### config.mk
export PLATFORM = sky130hd
export DESIGN_NAME = adc_i2s_receiver
export DESIGN_NICKNAME = d
export VERILOG_FILES = /design/src/rtl/adc_i2s_receiver.sv
export SDC_FILE = /design/constraint.sdc
export NUM_CORES = 1
export LEC_CHECK = 0
export ABC_AREA = 1
export ABC_CLOCK_PERIOD_IN_PS = 4600
export BUFFER_PORTS_ARGS = -buffer_cell sky130_fd_sc_hd__buf_2
export CELL_PAD_IN_SITES_DETAIL_PLACEMENT = 1
export CELL_PAD_IN_SITES_GLOBAL_PLACEMENT = 1
export CORE_AREA = 5 5 134 123
export CTS_CLUSTER_DIAMETER = 120
export DETAILED_ROUTE_END_ITERATION = 8
export DIE_AREA = 0 0 139 128
export GPL_TIMING_DRIVEN = 0
export PLACE_DENSITY = 0.86
export SLEW_MARGIN = 20
export SYNTH_ARGS = -nofsm -noshare
export SYNTH_HDL_FRONTEND = slang
export SYNTH_SLANG_ARGS = --single-unit
export TNS_END_PERCENT = 10
### constraint.sdc
create_clock -name CLOCK_50 -period 4.6 [get_ports CLOCK_50]
set_input_delay 0.69 -clock CLOCK_50 [delete_from_list [all_inputs] [get_ports CLOCK_50]]
set_output_delay 0.69 -clock CLOCK_50 [all_outputs]
set_load 0.01 [all_outputs]
### src/rtl/adc_i2s_receiver.sv
// WM8731 ADC serial receiver: oversamples BCLK/LRCK/DAT in the CLOCK_50 domain,
// deserialises left/right words and presents each pair over a valid/ready handshake.
module adc_i2s_receiver #(
  parameter int DATA_WIDTH  = 24,
  parameter int I2S_DELAY   = 1,
  parameter int SYNC_STAGES = 2
) (
  input  logic        CLOCK_50,
  input  logic        reset,
  input  logic        AUD_BCLK,
  input  logic        AUD_ADCLRCK,
  input  logic        AUD_ADCDAT,
  output logic [31:0] sample_left,
  output logic [31:0] sample_right,
  output logic        sample_valid,
  input  logic        sample_ready,
  output logic        overrun,
  input  logic        clear_overrun
);

  localparam int IW = (DATA_WIDTH > 1) ? $clog2(DATA_WIDTH) : 1;

  typedef enum logic [1:0] {
    SYNC  = 2'd0,
    LEFT  = 2'd1,
    RIGHT = 2'd2
  } state_t;

  logic [2:0] pins;
  assign pins = {AUD_BCLK, AUD_ADCLRCK, AUD_ADCDAT};

  genvar gi;
  generate
    for (gi = 0; gi < SYNC_STAGES; gi++) begin : g_sync
      logic [2:0] stage_q;
      if (gi == 0) begin : g_first
        always_ff @(posedge CLOCK_50) begin
          if (reset) stage_q <= '0;
          else       stage_q <= pins;
        end
      end else begin : g_next
        always_ff @(posedge CLOCK_50) begin
          if (reset) stage_q <= '0;
          else       stage_q <= g_sync[gi-1].stage_q;
        end
      end
    end
  endgenerate

  logic bclk_s, lrck_s, dat_s;
  assign {bclk_s, lrck_s, dat_s} = g_sync[SYNC_STAGES-1].stage_q;

  state_t                state_q, state_d;
  logic                  bclk_prev_q;
  logic                  lrck_prev_q, lrck_prev_d;
  logic [5:0]            bit_idx_q, bit_idx_d;
  logic [DATA_WIDTH-1:0] shift_q, shift_d;
  logic [DATA_WIDTH-1:0] left_hold_q, left_hold_d;
  logic                  commit_q, commit_d;
  logic [DATA_WIDTH-1:0] pair_left_q, pair_left_d;
  logic [DATA_WIDTH-1:0] pair_right_q, pair_right_d;
  logic [31:0]           sample_left_q, sample_left_d;
  logic [31:0]           sample_right_q, sample_right_d;
  logic                  sample_valid_q, sample_valid_d;
  logic                  overrun_q, overrun_d;
  logic                  overrun_set;
  logic                  bclk_rise;
  logic [IW-1:0]         bit_pos;

  assign bclk_rise = bclk_s & ~bclk_prev_q;

  function automatic logic [31:0] sext(input logic [DATA_WIDTH-1:0] v);
    logic [31:0] r;
    r = {32{v[DATA_WIDTH-1]}};
    r[DATA_WIDTH-1:0] = v;
    return r;
  endfunction

  // Capture uses the post-transition state so a left-justified MSB on the
  // boundary edge itself lands in the freshly cleared word.
  always_comb begin
    state_d      = state_q;
    lrck_prev_d  = lrck_prev_q;
    bit_idx_d    = bit_idx_q;
    shift_d      = shift_q;
    left_hold_d  = left_hold_q;
    commit_d     = 1'b0;
    pair_left_d  = pair_left_q;
    pair_right_d = pair_right_q;
    bit_pos      = '0;
    if (bclk_rise) begin
      lrck_prev_d = lrck_s;
      if (lrck_s != lrck_prev_q) begin
        bit_idx_d = '0;
        case (state_q)
          SYNC: begin
            if (!lrck_s) begin
              state_d = LEFT;
              shift_d = '0;
            end
          end
          LEFT: begin
            if (lrck_s) begin
              left_hold_d = shift_q;
              shift_d     = '0;
              state_d     = RIGHT;
            end
          end
          RIGHT: begin
            if (!lrck_s) begin
              commit_d     = 1'b1;
              pair_left_d  = left_hold_q;
              pair_right_d = shift_q;
              shift_d      = '0;
              state_d      = LEFT;
            end
          end
          default: begin
            state_d = SYNC;
            shift_d = '0;
          end
        endcase
      end else if (bit_idx_q != 6'd63) begin
        bit_idx_d = bit_idx_q + 6'd1;
      end
      if ((state_d != SYNC) && (int'(bit_idx_d) >= I2S_DELAY) &&
          (int'(bit_idx_d) < I2S_DELAY + DATA_WIDTH)) begin
        bit_pos          = IW'(DATA_WIDTH - 1 - (int'(bit_idx_d) - I2S_DELAY));
        shift_d[bit_pos] = dat_s;
      end
    end
  end

  // A commit only replaces the held pair if it is empty or leaving this cycle.
  always_comb begin
    sample_left_d  = sample_left_q;
    sample_right_d = sample_right_q;
    sample_valid_d = sample_valid_q;
    overrun_d      = overrun_q;
    overrun_set    = 1'b0;
    if (commit_q) begin
      if (!sample_valid_q || sample_ready) begin
        sample_left_d  = sext(pair_left_q);
        sample_right_d = sext(pair_right_q);
        sample_valid_d = 1'b1;
      end else begin
        overrun_set = 1'b1;
      end
    end else if (sample_valid_q && sample_ready) begin
      sample_valid_d = 1'b0;
    end
    if (overrun_set)        overrun_d = 1'b1;
    else if (clear_overrun) overrun_d = 1'b0;
  end

  always_ff @(posedge CLOCK_50) begin
    if (reset) begin
      state_q        <= SYNC;
      bclk_prev_q    <= 1'b0;
      lrck_prev_q    <= 1'b0;
      bit_idx_q      <= '0;
      shift_q        <= '0;
      left_hold_q    <= '0;
      commit_q       <= 1'b0;
      pair_left_q    <= '0;
      pair_right_q   <= '0;
      sample_left_q  <= '0;
      sample_right_q <= '0;
      sample_valid_q <= 1'b0;
      overrun_q      <= 1'b0;
    end else begin
      state_q        <= state_d;
      bclk_prev_q    <= bclk_s;
      lrck_prev_q    <= lrck_prev_d;
      bit_idx_q      <= bit_idx_d;
      shift_q        <= shift_d;
      left_hold_q    <= left_hold_d;
      commit_q       <= commit_d;
      pair_left_q    <= pair_left_d;
      pair_right_q   <= pair_right_d;
      sample_left_q  <= sample_left_d;
      sample_right_q <= sample_right_d;
      sample_valid_q <= sample_valid_d;
      overrun_q      <= overrun_d;
    end
  end

  assign sample_left  = sample_left_q;
  assign sample_right = sample_right_q;
  assign sample_valid = sample_valid_q;
  assign overrun      = overrun_q;

endmodule

==> impl_metrics.toml <==
[grt]
overflow = 0
antenna_found_initial = 0
grt_max_degree = 17
grt_pass1_vias = 6323
grt_pass1_wl_mm = 32.2
gr-usage-all-layers_pct = 22.5

[timing]
hold_viol_final = 0
setup-tns-final_ns = 0
finalSetupViolations = 0
fin_hold_ws_ns = 0.406
grt_setup_unrepaired = "false"
drv_slew = 0
period_share_pct = 51.8
clock.fmax_mhz = 420
tightestPinTransition_ns = 0.817
slew-limit-headroom_pct = 45.6
fin_skew_ns = 0.00694
fin_crit_ns = 2.38

[cells_and_area]
n_fill_cell = 1980
synthToLayoutAreaGrowth_pct = 17.5
stdcell_count = 1205
antenna_cells = 0
seq_area_um2 = 3260
drive_above_1_share_pct = 16.5
multiInputGateArea_um2 = 2860
nets = 1000

[drt]
firstDrtPassIters = 5
final_antenna_net_count = 0
num_vias = 6224
viasPerCell = 5.17
drc = 0
drt-total-wl_mm = 19.6
drt_iter0_drc = 314
wl_per_cell_um = 16.2

[worst_setup_path]
ff2ff_path_depth = 10
timing.rr.end = "pair_right_q[17]"
critPathMaxStageDelay_ns = 0.39
required_ns = 4.91
path_buf_inv = 6
crit_type = "flop to flop"
cp.arrival_ns = 2.69
crit_fanout = 10
regToRegStartpoint = "g_sync[1].stage_q[2]"
regToRegSetupSlack_ns = 2.22
cpMaxStageDelayCell = "nor4_2"
cp_top_family = "buffers and inverters"
crit_path_end_kind = "flop"
cp_cell_sequence = "inv_1, nor2_1, inv_1, nor4_2, buf_4, inv_1, clkbuf_1, clkbuf_1, nor2_1, nor2_1"
start_kind = "flop"

[synth]
synth_edf_count = 0
synthTopCellsByCount = "224 x nor2_1, 163 x dfxtp_1, 139 x o21ai_0, 87 x nand2_1, 65 x nand3_1"
syn-instance-count = 900
synth_top_area_share_pct = 48.3
yosys_warnings = 0
yosysMostFrequentCell = "nor2_1"
synth_ff_type = "dfxtp_1"
synthesis.nets = 908
ys_types = 33
seq_area_frac_synth_pct = 48.3
syn_area_per_cell_um2 = 7.50
async_flop_share_pct = 0
synthesis.area_um2 = 6750
yosysTopAreaCell = "dfxtp_1"
ys_ff_latch = 163
ys_top_cells_by_area = "dfxtp_1 48%, nor2_1 12%, o21ai_0 10%, nand2_1 4.8%, nand3_1 4.8%"

[placed_design]
dp_hpwl_mm = 13.9
dp_cells = 1175
gp_congestion = 0.877
io_buffers = 72

[pwr]
p_comb_share_pct = 5.7
switchingPower_mw = 0.683
seq_power_share_pct = 48.2
p_total_mw = 2.96
powerDensity_nw_per_um2 = 373
p_leak_nw = 3.42
p_int_mw = 2.27
clockPowerShare_pct = 46.1
vdd_drop_max_v = 0.000243
swShare_pct = 23.1

[floorplanning]
rows = 43
io_pins = 73
fp.coreArea_um2 = 15100
die_h_um = 128
die_w_um = 139
die_area_um2 = 17800
start_util_pct = 44.8

[min_path]
hold_path_class = "flop to flop"
hold_depth = 2
hold_end = "g_sync[1].stage_q[1]"
hold_start = "g_sync[0].stage_q[1]"

[clock_network]
postCtsResizedCells = 0
htreeDepth = 4
clk_pin_slew_ns = 0.06
cts_sinks = 163
clockBufferDepth = 2
cts-root-buf = "clkbuf_16"
cts_buffers = 17
cts_hold_buffers = 0
clk_latency_ns = 0.43
cts_tree = "done"
post_cts_buffers = 0

[status]
status = "completed"

[job]
drv_cap = 0
## cell type report
cell class                      instances  area share [%]
Multi-Input combinational cell        613            36.1
Buffer                                 71            5.36
Timing Repair Buffer                   73            4.64
Sequential cell                       163            41.1
Tap cell                              202            3.19
Inverter                               53            2.59
Clock buffer                           21            5.68
Clock inverter                          9            1.32
## power by group through the flow
stage | sequential (mW) | combinational [mW] | clock (mW)
after floorplan | 1.46 | 0.123 | 0
after global placement | 1.46 | 0.162 | 0
after detailed placement | 1.46 | 0.166 | 0
after CTS | 1.43 | 0.169 | 1.38
after global routing | 1.43 | 0.186 | 1.44
final | 1.43 | 0.169 | 1.36
## how the worst max path moves through the flow
stage | cells after the start | startpoint | slack [ns] | end
floorplan | 14 | bit_idx_q[0] | 2.66 | shift_q[10]
global placement | 9 | g_sync[1].stage_q[2] | 1.42 | pair_right_q[17]
detailed placement | 6 | reset | 1.90 | sample_left[22]
CTS | 10 | g_sync[1].stage_q[2] | 2.16 | pair_right_q[17]
global route | 10 | g_sync[1].stage_q[2] | 2.02 | pair_right_q[17]
finish | 10 | g_sync[1].stage_q[2] | 2.22 | pair_right_q[17]
## sequential cells by signal (all words and copies together) (netlist names)
register / flops
left_hold_q: 24
lrck_prev_q: 1
sample_left: 24
bit_idx_q: 6
sample_valid: 1
pair_right_q: 24
overrun: 1
pair_left_q: 24
state_q: 2
g_sync.stage_q: 6
commit_q: 1
bclk_prev_q: 1
sample_right: 24
shift_q: 24
## metrics by stage
step	utilization, %	setup WS (ns)	area, um^2
floorplan	-	2.66	6750
global placement	48.9	1.42	7360
detailed placement	49.0	1.90	7380
CTS	52.7	2.16	7930
global route	52.7	2.02	7930
finish	52.7	2.22	7930
## tightest hold or removal path, stage by stage, from the launching register on
cell and delay, ns:
dfxtp_1 0.29, inv_1 0.04, nor2_1 0.03
## routing by layer
metal,vias up,share of wire [%],global-route usage [%]
li1,3089,-,-
met1,2983,46,28.1
met2,124,49,39.4
met3,28,4.2,4.74
met4,0,1.7,6.79
met5,-,0,0
## logic make-up after synthesis
group / synth area share [%]
simple gates: 26.7
compound gates: 15.5
flops: 48.3
buf+inv: 9.34
fa+ha+maj: 0.185
## layout by cell type (no fill, tap or decap), types with 7 or more instances in the layout
cell       count
nand2_1       87
buf_4         17
a21oi_1       54
nand2_2        9
clkbuf_16     17
o21ai_0      139
nor2_4         7
clkbuf_1      43
clkbuf_8       7
inv_1         45
nand3_1       65
buf_2         73
dfxtp_1      163
nor2_1       224
No activity file was read; power rests on OpenSTA's default activity.
